$ cat src/rtl/mcpu5_sequencer.sv
// Host-side sequencer for the MCPU5 pin interface: program RAM, CPU clock/reset generation,
// instruction feed, OUT capture FIFO, and run/stop/step/breakpoint control.
module mcpu5_sequencer #(
    parameter int HALF       = 2,
    parameter int FIFO_DEPTH = 4,
    parameter int RST_CYC    = 2
) (
    input  logic        clk,
    input  logic        rst,
    input  logic        start,
    input  logic        stop,
    input  logic        step,
    input  logic        bp_en,
    input  logic [7:0]  bp_addr,
    input  logic        ld_valid,
    output logic        ld_ready,
    input  logic [7:0]  ld_addr,
    input  logic [5:0]  ld_data,
    output logic        cpu_clk,
    output logic        cpu_rst,
    output logic [5:0]  cpu_inst,
    input  logic [7:0]  cpu_out,
    output logic        out_valid,
    input  logic        out_ready,
    output logic [7:0]  out_data,
    output logic        halted,
    output logic        busy,
    output logic [7:0]  pc_mon,
    output logic [15:0] icount
);
    localparam int AW = $clog2(FIFO_DEPTH);
    localparam logic [5:0] OUT_OP = 6'b111011;

    typedef enum logic [2:0] {IDLE, CRST, LO, HI, FETCH, HALT} state_t;

    state_t      state_reg, state_next;
    logic [7:0]  phase_reg, phase_next;
    logic [7:0]  crst_cnt_reg, crst_cnt_next;
    logic        cpu_clk_reg, cpu_clk_next;
    logic        cpu_rst_reg, cpu_rst_next;
    logic [5:0]  cpu_inst_reg, cpu_inst_next;
    logic [7:0]  pc_mon_reg, pc_mon_next;
    logic [15:0] icount_reg, icount_next;
    logic        stop_pend_reg, stop_pend_next;
    logic        step_mode_reg, step_mode_next;
    logic        bp_skip_reg, bp_skip_next;
    logic [AW:0] wr_ptr_reg, rd_ptr_reg;

    logic [5:0]  prog_ram [0:255];
    logic [5:0]  ram_q_reg;
    logic [7:0]  fifo_mem [0:FIFO_DEPTH-1];
    logic [7:0]  rd_addr;
    logic        push, pop, fifo_full, phase_last, lo_stall, bp_hit;

    assign ld_ready   = (state_reg == IDLE) || (state_reg == HALT);
    assign halted     = (state_reg == HALT);
    assign busy       = (state_reg == CRST) || (state_reg == LO) ||
                        (state_reg == HI) || (state_reg == FETCH);
    assign cpu_clk    = cpu_clk_reg;
    assign cpu_rst    = cpu_rst_reg;
    assign cpu_inst   = cpu_inst_reg;
    assign pc_mon     = pc_mon_reg;
    assign icount     = icount_reg;

    assign out_valid  = (wr_ptr_reg != rd_ptr_reg);
    assign out_data   = fifo_mem[rd_ptr_reg[AW-1:0]];
    assign pop        = out_valid && out_ready;
    assign fifo_full  = (wr_ptr_reg[AW] != rd_ptr_reg[AW]) &&
                        (wr_ptr_reg[AW-1:0] == rd_ptr_reg[AW-1:0]);
    assign phase_last = (phase_reg == 8'(HALF - 1));
    // A pop in the same cycle frees the slot, so a full FIFO only stalls without one.
    assign lo_stall   = (cpu_inst_reg == OUT_OP) && fifo_full && !pop;
    assign bp_hit     = bp_en && (pc_mon_reg == bp_addr) && !bp_skip_reg;

    // Program RAM: write port from the loader, registered read for the fetch path.
    always_ff @(posedge clk) begin
        if (ld_valid && ld_ready)
            prog_ram[ld_addr] <= ld_data;
        ram_q_reg <= prog_ram[rd_addr];
    end

    generate
        for (genvar gi = 0; gi < FIFO_DEPTH; gi++) begin : g_fifo
            always_ff @(posedge clk) begin
                if (push && (wr_ptr_reg[AW-1:0] == AW'(gi)))
                    fifo_mem[gi] <= cpu_out;
            end
        end
    endgenerate

    always_ff @(posedge clk) begin
        if (rst) begin
            state_reg     <= IDLE;
            phase_reg     <= '0;
            crst_cnt_reg  <= '0;
            cpu_clk_reg   <= 1'b0;
            cpu_rst_reg   <= 1'b1;
            cpu_inst_reg  <= '0;
            pc_mon_reg    <= '0;
            icount_reg    <= '0;
            stop_pend_reg <= 1'b0;
            step_mode_reg <= 1'b0;
            bp_skip_reg   <= 1'b0;
            wr_ptr_reg    <= '0;
            rd_ptr_reg    <= '0;
        end else begin
            state_reg     <= state_next;
            phase_reg     <= phase_next;
            crst_cnt_reg  <= crst_cnt_next;
            cpu_clk_reg   <= cpu_clk_next;
            cpu_rst_reg   <= cpu_rst_next;
            cpu_inst_reg  <= cpu_inst_next;
            pc_mon_reg    <= pc_mon_next;
            icount_reg    <= icount_next;
            stop_pend_reg <= stop_pend_next;
            step_mode_reg <= step_mode_next;
            bp_skip_reg   <= bp_skip_next;
            wr_ptr_reg    <= wr_ptr_reg + (AW+1)'(push);
            rd_ptr_reg    <= rd_ptr_reg + (AW+1)'(pop);
        end
    end

    always_comb begin
        state_next     = state_reg;
        phase_next     = phase_reg;
        crst_cnt_next  = crst_cnt_reg;
        cpu_clk_next   = cpu_clk_reg;
        cpu_rst_next   = cpu_rst_reg;
        cpu_inst_next  = cpu_inst_reg;
        pc_mon_next    = pc_mon_reg;
        icount_next    = icount_reg;
        stop_pend_next = stop_pend_reg || (stop && busy);
        step_mode_next = step_mode_reg;
        bp_skip_next   = bp_skip_reg;
        push           = 1'b0;
        rd_addr        = 8'd0;
        case (state_reg)
            IDLE: begin
                cpu_rst_next = 1'b1;
                cpu_clk_next = 1'b0;
                if (start) begin
                    state_next     = CRST;
                    phase_next     = '0;
                    crst_cnt_next  = '0;
                    icount_next    = '0;
                    stop_pend_next = 1'b0;
                    step_mode_next = 1'b0;
                    bp_skip_next   = 1'b0;
                end
            end
            CRST: begin
                // rd_addr idles at 0, so ram_q_reg already holds the reset vector word.
                cpu_inst_next = ram_q_reg;
                if (phase_last) begin
                    phase_next   = '0;
                    cpu_clk_next = ~cpu_clk_reg;
                    if (crst_cnt_reg == 8'(2 * RST_CYC - 1)) begin
                        cpu_rst_next = 1'b0;
                        pc_mon_next  = '0;
                        state_next   = LO;
                    end else begin
                        crst_cnt_next = crst_cnt_reg + 8'd1;
                    end
                end else begin
                    phase_next = phase_reg + 8'd1;
                end
            end
            LO: begin
                if (!phase_last) begin
                    phase_next = phase_reg + 8'd1;
                end else if (!lo_stall) begin
                    push         = (cpu_inst_reg == OUT_OP);
                    phase_next   = '0;
                    cpu_clk_next = 1'b1;
                    state_next   = HI;
                end
            end
            HI: begin
                if (phase_last) begin
                    pc_mon_next = cpu_out;
                    rd_addr     = cpu_out;
                    phase_next  = '0;
                    state_next  = FETCH;
                end else begin
                    phase_next = phase_reg + 8'd1;
                end
            end
            FETCH: begin
                cpu_inst_next = ram_q_reg;
                icount_next   = icount_reg + 16'd1;
                bp_skip_next  = 1'b0;
                phase_next    = '0;
                if (stop_pend_reg || step_mode_reg || bp_hit) begin
                    stop_pend_next = 1'b0;
                    step_mode_next = 1'b0;
                    state_next     = HALT;
                end else begin
                    cpu_clk_next = 1'b0;
                    state_next   = LO;
                end
            end
            HALT: begin
                if (start || step) begin
                    bp_skip_next   = 1'b1;
                    step_mode_next = !start;
                    cpu_clk_next   = 1'b0;
                    phase_next     = '0;
                    state_next     = LO;
                end
            end
            default: state_next = IDLE;
        endcase
    end
endmodule

$ cat config.mk
export PLATFORM = sky130hd
export DESIGN_NAME = mcpu5_sequencer
export DESIGN_NICKNAME = d
export VERILOG_FILES = /design/src/rtl/mcpu5_sequencer.sv
export SDC_FILE = /design/constraint.sdc
export NUM_CORES = 2
export LEC_CHECK = 0
export CORE_MARGIN = 4
export CORE_UTILIZATION = 60
export CTS_CLUSTER_DIAMETER = 30
export DETAILED_ROUTE_END_ITERATION = 6
export DONT_BUFFER_PORTS = 1
export GPL_ROUTABILITY_DRIVEN = 0
export PLACE_DENSITY = 0.76
export SLEW_MARGIN = 0
export SYNTH_ARGS = -nofsm -noshare
export SYNTH_HDL_FRONTEND = slang
export SYNTH_SLANG_ARGS = --single-unit
$ cat constraint.sdc
create_clock -name clk -period 3.88 [get_ports clk]
set_input_delay 0.97 -clock clk [delete_from_list [all_inputs] [get_ports clk]]
set_output_delay 0.97 -clock clk [all_outputs]
set_load 0.005 [all_outputs]
=== Word level (Yosys, flattened, before mapping) ===
Memories as Yosys holds them, arrays and structs flattened. A register that Yosys moved wholly into a read port is not among the register bits.
Cells that the tools add are included.

* Register bits: 60
* Memory bits (writable): 1568
* Bits of input ports: 38
* Output and inout bits: 44
* Word-level logic and storage cells: 159
* Memories kept: 2

* Add/sub/neg operators: 5
* Eq/ne operators: 26
* Mux-type cells: 67
* Bitwise gates (word level): 1
* Reductions and logical operators: 45

{| class="wikitable"
|+ Memory list
! name !! depth !! width !! read ports !! clocked after Yosys merged registers in !! write ports !! line !! RTL
|-
| prog_ram || 256 || 6 || 1 || 1 || 1 || 49 || <nowiki>logic [5:0] prog_ram [0:255];</nowiki>
|-
| fifo_mem || 4 || 8 || 1 || 1 || 1 || 51 || <nowiki>logic [7:0] fifo_mem [0:FIFO_DEPTH-1];</nowiki>
|}

{| class="wikitable"
|+ Operators by type and width
! operator !! count
|-
| 8-bit 2-to-1 mux || 15
|-
| 8-bit case mux with 5 select lines || 1
|-
| 16-bit case mux with 2 select lines || 1
|-
| 8-bit case mux with 2 select lines || 2
|-
| 1-bit 2-to-1 mux || 29
|-
| 3-bit 2-to-1 mux || 8
|-
| 8-bit OR reduction || 3
|-
| 3-bit case mux with 6 select lines || 1
|-
| 16-bit by 1-bit adder with 16-bit output, second input constant || 1
|-
| 8-bit by 1-bit adder with 8-bit output, second input constant || 2
|-
| 16-bit 2-to-1 mux || 1
|-
| 4-bit AND reduction || 4
|-
| 2-bit inequality test, second input constant || 7
|-
| 1-bit logical AND || 12
|-
| 5-bit nonzero test || 2
|-
| 8-bit by 1-bit equality test with 1-bit output, second input constant || 1
|-
| 8-bit by 2-bit equality test with 1-bit output, second input constant || 1
|-
| 8-bit equality test || 1
|-
| 1-bit logical OR || 8
|-
| 2-bit 2-to-1 mux || 4
|-
| 7-bit AND reduction || 1
|-
| 3-bit by 1-bit adder with 3-bit output || 2
|-
| 3-bit by 2-bit equality test with 1-bit output, second input constant || 2
|-
| 3-bit equality test, second input constant || 2
|-
| 22 further kinds || 33
|}

=== Longest topological paths before layout ===
* Depth in word-level cells: 14
* Gate-level depth with buffers: 15
* Mapped depth without buffers: 10

=== Worst setup path before layout ===
No wires, ideal clock.

* Path kind: reg2reg
* Start point: register phase_reg[0]
* End point: memory fifo_mem[2][0], enable pin
* Library setup time: 398 ps
* Arrival: 3198 ps
* Required time: 3482 ps
* Path slack: 284 ps
* Stages on the path, launching flop included: 11
* Buffers on the path: 5
* Cells stage by stage: dfxtp_1 ha_1 or4b_1 buf_6 buf_2 nor2_2 buf_2 buf_2 buf_2 nand2_1 nor4b_1

* Longest elaborated chain between the ends: 10
* Elaborated cells on any way between the ends: 24
* Those cells by class: 1 x eq/ne; 16 x mux; 7 x reduce/logical

{| class="wikitable"
|+ Ends and longest elaborated chain
! element !! line !! RTL
|-
| from (decl) || 37 || <nowiki>logic [7:0] phase_reg, phase_next;</nowiki>
|-
| from (signal assigned) || 108 || <nowiki>phase_reg <= phase_next;</nowiki>
|-
| 8-bit by 1-bit equality test with 1-bit output (*) || 70 || <nowiki>assign phase_last = (phase_reg == 8'(HALF - 1));</nowiki>
|-
| 1-bit 2-to-1 mux (*) || 169 || <nowiki>if (!phase_last) begin</nowiki>
|-
| 1-bit 2-to-1 mux (*) || 137 || <nowiki>case (state_reg)</nowiki>
|-
| 1-bit logical AND || 85 || <nowiki>if (push && (wr_ptr_reg[AW-1:0] == AW'(gi)))</nowiki>
|-
| 1-bit 2-to-1 mux || 85 ||
|-
| 1-bit 2-to-1 mux (not written as such) || 86 || <nowiki>fifo_mem[gi] <= cpu_out;</nowiki>
|-
| 8-bit OR reduction (no line) || - ||
|-
| 2-bit 2-to-1 mux (no line) or 1-bit 2-to-1 mux (tied branches) (3 in series) || - ||
|-
| to (decl) || 51 ||
|}

Every way passes the cells marked *; elsewhere a longest branch is shown, timed or not.

=== Worst setup path after layout ===
* Start point: register phase_reg[2]
* End point: register ram_q_reg[5] (read register of prog_ram)

* Longest elaborated chain between the ends: 3

{| class="wikitable"
|+ Ends and longest elaborated chain
! element !! line !! RTL
|-
| 8-bit by 1-bit equality test with 1-bit output || 70 ||
|-
| 8-bit 2-to-1 mux || 179 || <nowiki>if (phase_last) begin</nowiki>
|-
| 8-bit 2-to-1 mux || 137 ||
|-
| to (decl) || 50 || <nowiki>logic [5:0] ram_q_reg;</nowiki>
|}

No other way between the ends.
A chain may end at the register's enable or synchronous reset.

==> flow_metrics.tcl <==
set metrics [dict create \
    dieArea_um2 114000 \
    wl_met1_mm 68.2 \
    r2r_slack_ps -30 \
    clk_pin_slew_ps 50 \
    route.detailed.drc 4 \
    wl_per_cell_um 32.3 \
    crit_path_end_kind "register" \
    largest_reg_flops 1536 \
    mostFrequentLayoutCells "edfxtp_1 (1568), nand2_1 (561), nor2_1 (340), buf_4 (314), clkbuf_16 (305)" \
    overflow 0 \
    clk_latency_ps 910 \
    min-delay-path-class "in -> reg" \
    clockBufferDepth 4 \
    synth_cells 4489 \
    finalPower_mw 46.3 \
    p_switching_mw 9.95 \
    period_needed_ps 3910 \
    place_area_um2 69100 \
    finalCritPeriodShare_pct 101 \
    final_cells 6463 \
    die_w_um 338 \
    pwr-share-seq_pct 42.1 \
    ys_types 89 \
    setup_viol 1 \
    cts_buffers 301 \
    status "finished with violations" \
    syn-mean-instance-area_um2 14.5 \
    crit_type "reg -> reg" \
    cts_sinks 1634 \
    area_delta_synth_final_pct 21.0 \
    max_cap_viol_count 0 \
    power.density_nw_per_um2 586 \
    p_comb_share_pct 3.4 \
    failed_checks "DRC, setup timing" \
    drive_above_1_share_pct 18.7 \
    maxUsedRoutingLayer "met5" \
    pwr-share-clk_pct 54.5 \
    rsz0062_at_grt "false" \
    num_rows 120 \
    required_ps 4700 \
    dr_total_vias 46100 \
    p_leak_nw 26.6 \
    synthFlopType "edfxtp_1" \
    grt_pass1_wl_mm 299 \
    cp-start-kind "register" \
    drv_slew 0 \
    synth-seq-cells 1634 \
    via_per_inst 7.14 \
    setup-tns-final_ps -26.3 \
    dpl.hpwl_mm 118 \
    final_common_cell "edfxtp_1" \
    finClkSkew_ps 78.2 \
    fp.dieH_um 338 \
    cts_tree "built" \
    clock-root-buffer "clkbuf_16" \
    dp_cells 5927 \
    wl_mm 209 \
    ys_seq_area_share_pct 74.1 \
    final_antenna_net_count 0 \
    synth_edf_count 1568 \
    core_area_um2 108000 \
    syn-num-nets 4535 \
    intPower_mw 36.4 \
    fin_ws_ps -26.3 \
    hold_buffers 0 \
    io_buffers 0 \
    grt_pass1_vias 45000 \
    wl_met3_mm 31.3 \
    initial_core_util_pct 60.7 \
    first_pass_iters 7 \
    tightestPinTransition_ps 1320 \
    ir_drop_mv 0.483 \
    ys_async_sr_fraction_pct 0 \
    hold_viol_final 0 \
    antenna_found_initial 8 \
    fin_nets 4879 \
    syn_area_um2 65300 \
    fin_area_um2 79000 \
    yosys_warnings 0 \
    place_ws_ps -215 \
    htree_levels 5 \
    path_max_fanout 40 \
    grt_max_degree 257 \
    drt_iter0_drc 8022 \
    wl_met2_mm 93.6 \
    fmaxAchievable_mhz 256 \
    max-slew-margin-rel_pct 10.9 \
    track_usage_pct 36.1 \
    arrival_ps 4730 \
    io_pins 82 \
    sw_frac_of_total_pct 21.5 \
]
==> synthesized netlist by cell type, types with 39 or more instances <==
cell       count  share of area (%)
edfxtp_1    1568                 72
nand2_1      561                3.2
nor2_1       341                2.0
a21oi_1      217                1.7
clkbuf_1     193                1.1
mux2i_1      168                2.6
nand3_1      158                1.2
o221ai_1     152                2.0
o21ai_0       96               0.74
o22ai_1       72               0.69
buf_2         69               0.53
dfxtp_1       66                2.0
a221oi_1      62               0.83
buf_1         56               0.32
a31oi_1       47               0.45
mux2_2        46               0.79
nor3_1        46               0.35
o2bb2ai_1     39               0.52
==> cell type report <==
type                       count  area [µm²]
sequential                  1634       48400
clock inverter               182        1960
fill                        6004       28500
antenna                        8        20.0
timing repair buffer         365        3360
clock buffer                 340        7770
inverter                       9        33.8
multi-input combinational   2522       15700
tap                         1403        1760
==> routing by layer <==
layer,global-route usage [%],vias to the layer above
met2,54.3,4304
met1,44.8,22400
li1,-,18400
met5,0,-
met3,12.8,983
met4,23.0,8
==> critical path, stage by stage (launching register included) <==
cell and delay, ps:
dfxtp_1 370, or3_2 630, buf_4 280, buf_4 210, nor4_4 240, buf_4 200, buf_12 250, a22oi_1 130
nand2_1 150, a21oi_1 110, a2111oi_1 420, buf_2 240, a2bb2oi_1 370, and4_1 250
==> cells by family after synthesis <==
family                   count (synthesis)  share of synthesized area, %
flip-flops                            1634                          74.1
multiplexers                           225                          3.75
AND/OR/NAND/NOR                       1304                          8.96
XOR/XNOR                                27                         0.362
buffers and inverters                  333                          2.11
adder cells (fa/ha/maj)                  8                         0.153
AO/OA/AOI/OAI                          958                          10.5
==> path summary, 6_finish.rpt <==
check,start,endpoint,cells after the start
worst max-delay path,phase_reg[2]$_SDFFE_PP0P_,ram_q_reg[5]$_DFF_P_,13
worst min-delay path,rst,pc_mon[2]$_SDFFE_PP0P_,1
worst max register to register,phase_reg[2]$_SDFFE_PP0P_,ram_q_reg[5]$_DFF_P_,13
worst min register to register,crst_cnt_reg[1]$_SDFFE_PP0P_,crst_cnt_reg[1]$_SDFFE_PP0P_,2
==> power groups by stage <==
stage | Clock (mW) | Sequential [mW] | Combinational, mW
2_1_floorplan | 0 | 19.8 | 0.855
3_3_place_gp | 0 | 19.8 | 1.44
3_5_place_dp | 0 | 19.8 | 1.46
4_1_cts | 25.2 | 19.5 | 1.49
5_1_grt | 26.2 | 19.5 | 1.60
6_report | 25.2 | 19.5 | 1.56
==> stage by stage <==
stage                     hold slack, ps  util [%]
after CTS                            122      73.4
final                                160      73.5
after floorplan                      439         -
after global routing                 141      73.5
after detailed placement             469      64.3
after global placement               465      64.3
==> what timing repair did <==
item	CTS	global route
buffers inserted	2	3
pin swaps	4	4
gates resized for setup	8	5
endpoints found under the setup margin	5	3
gates cloned	0	1
(Power assumes the default switching activity.)
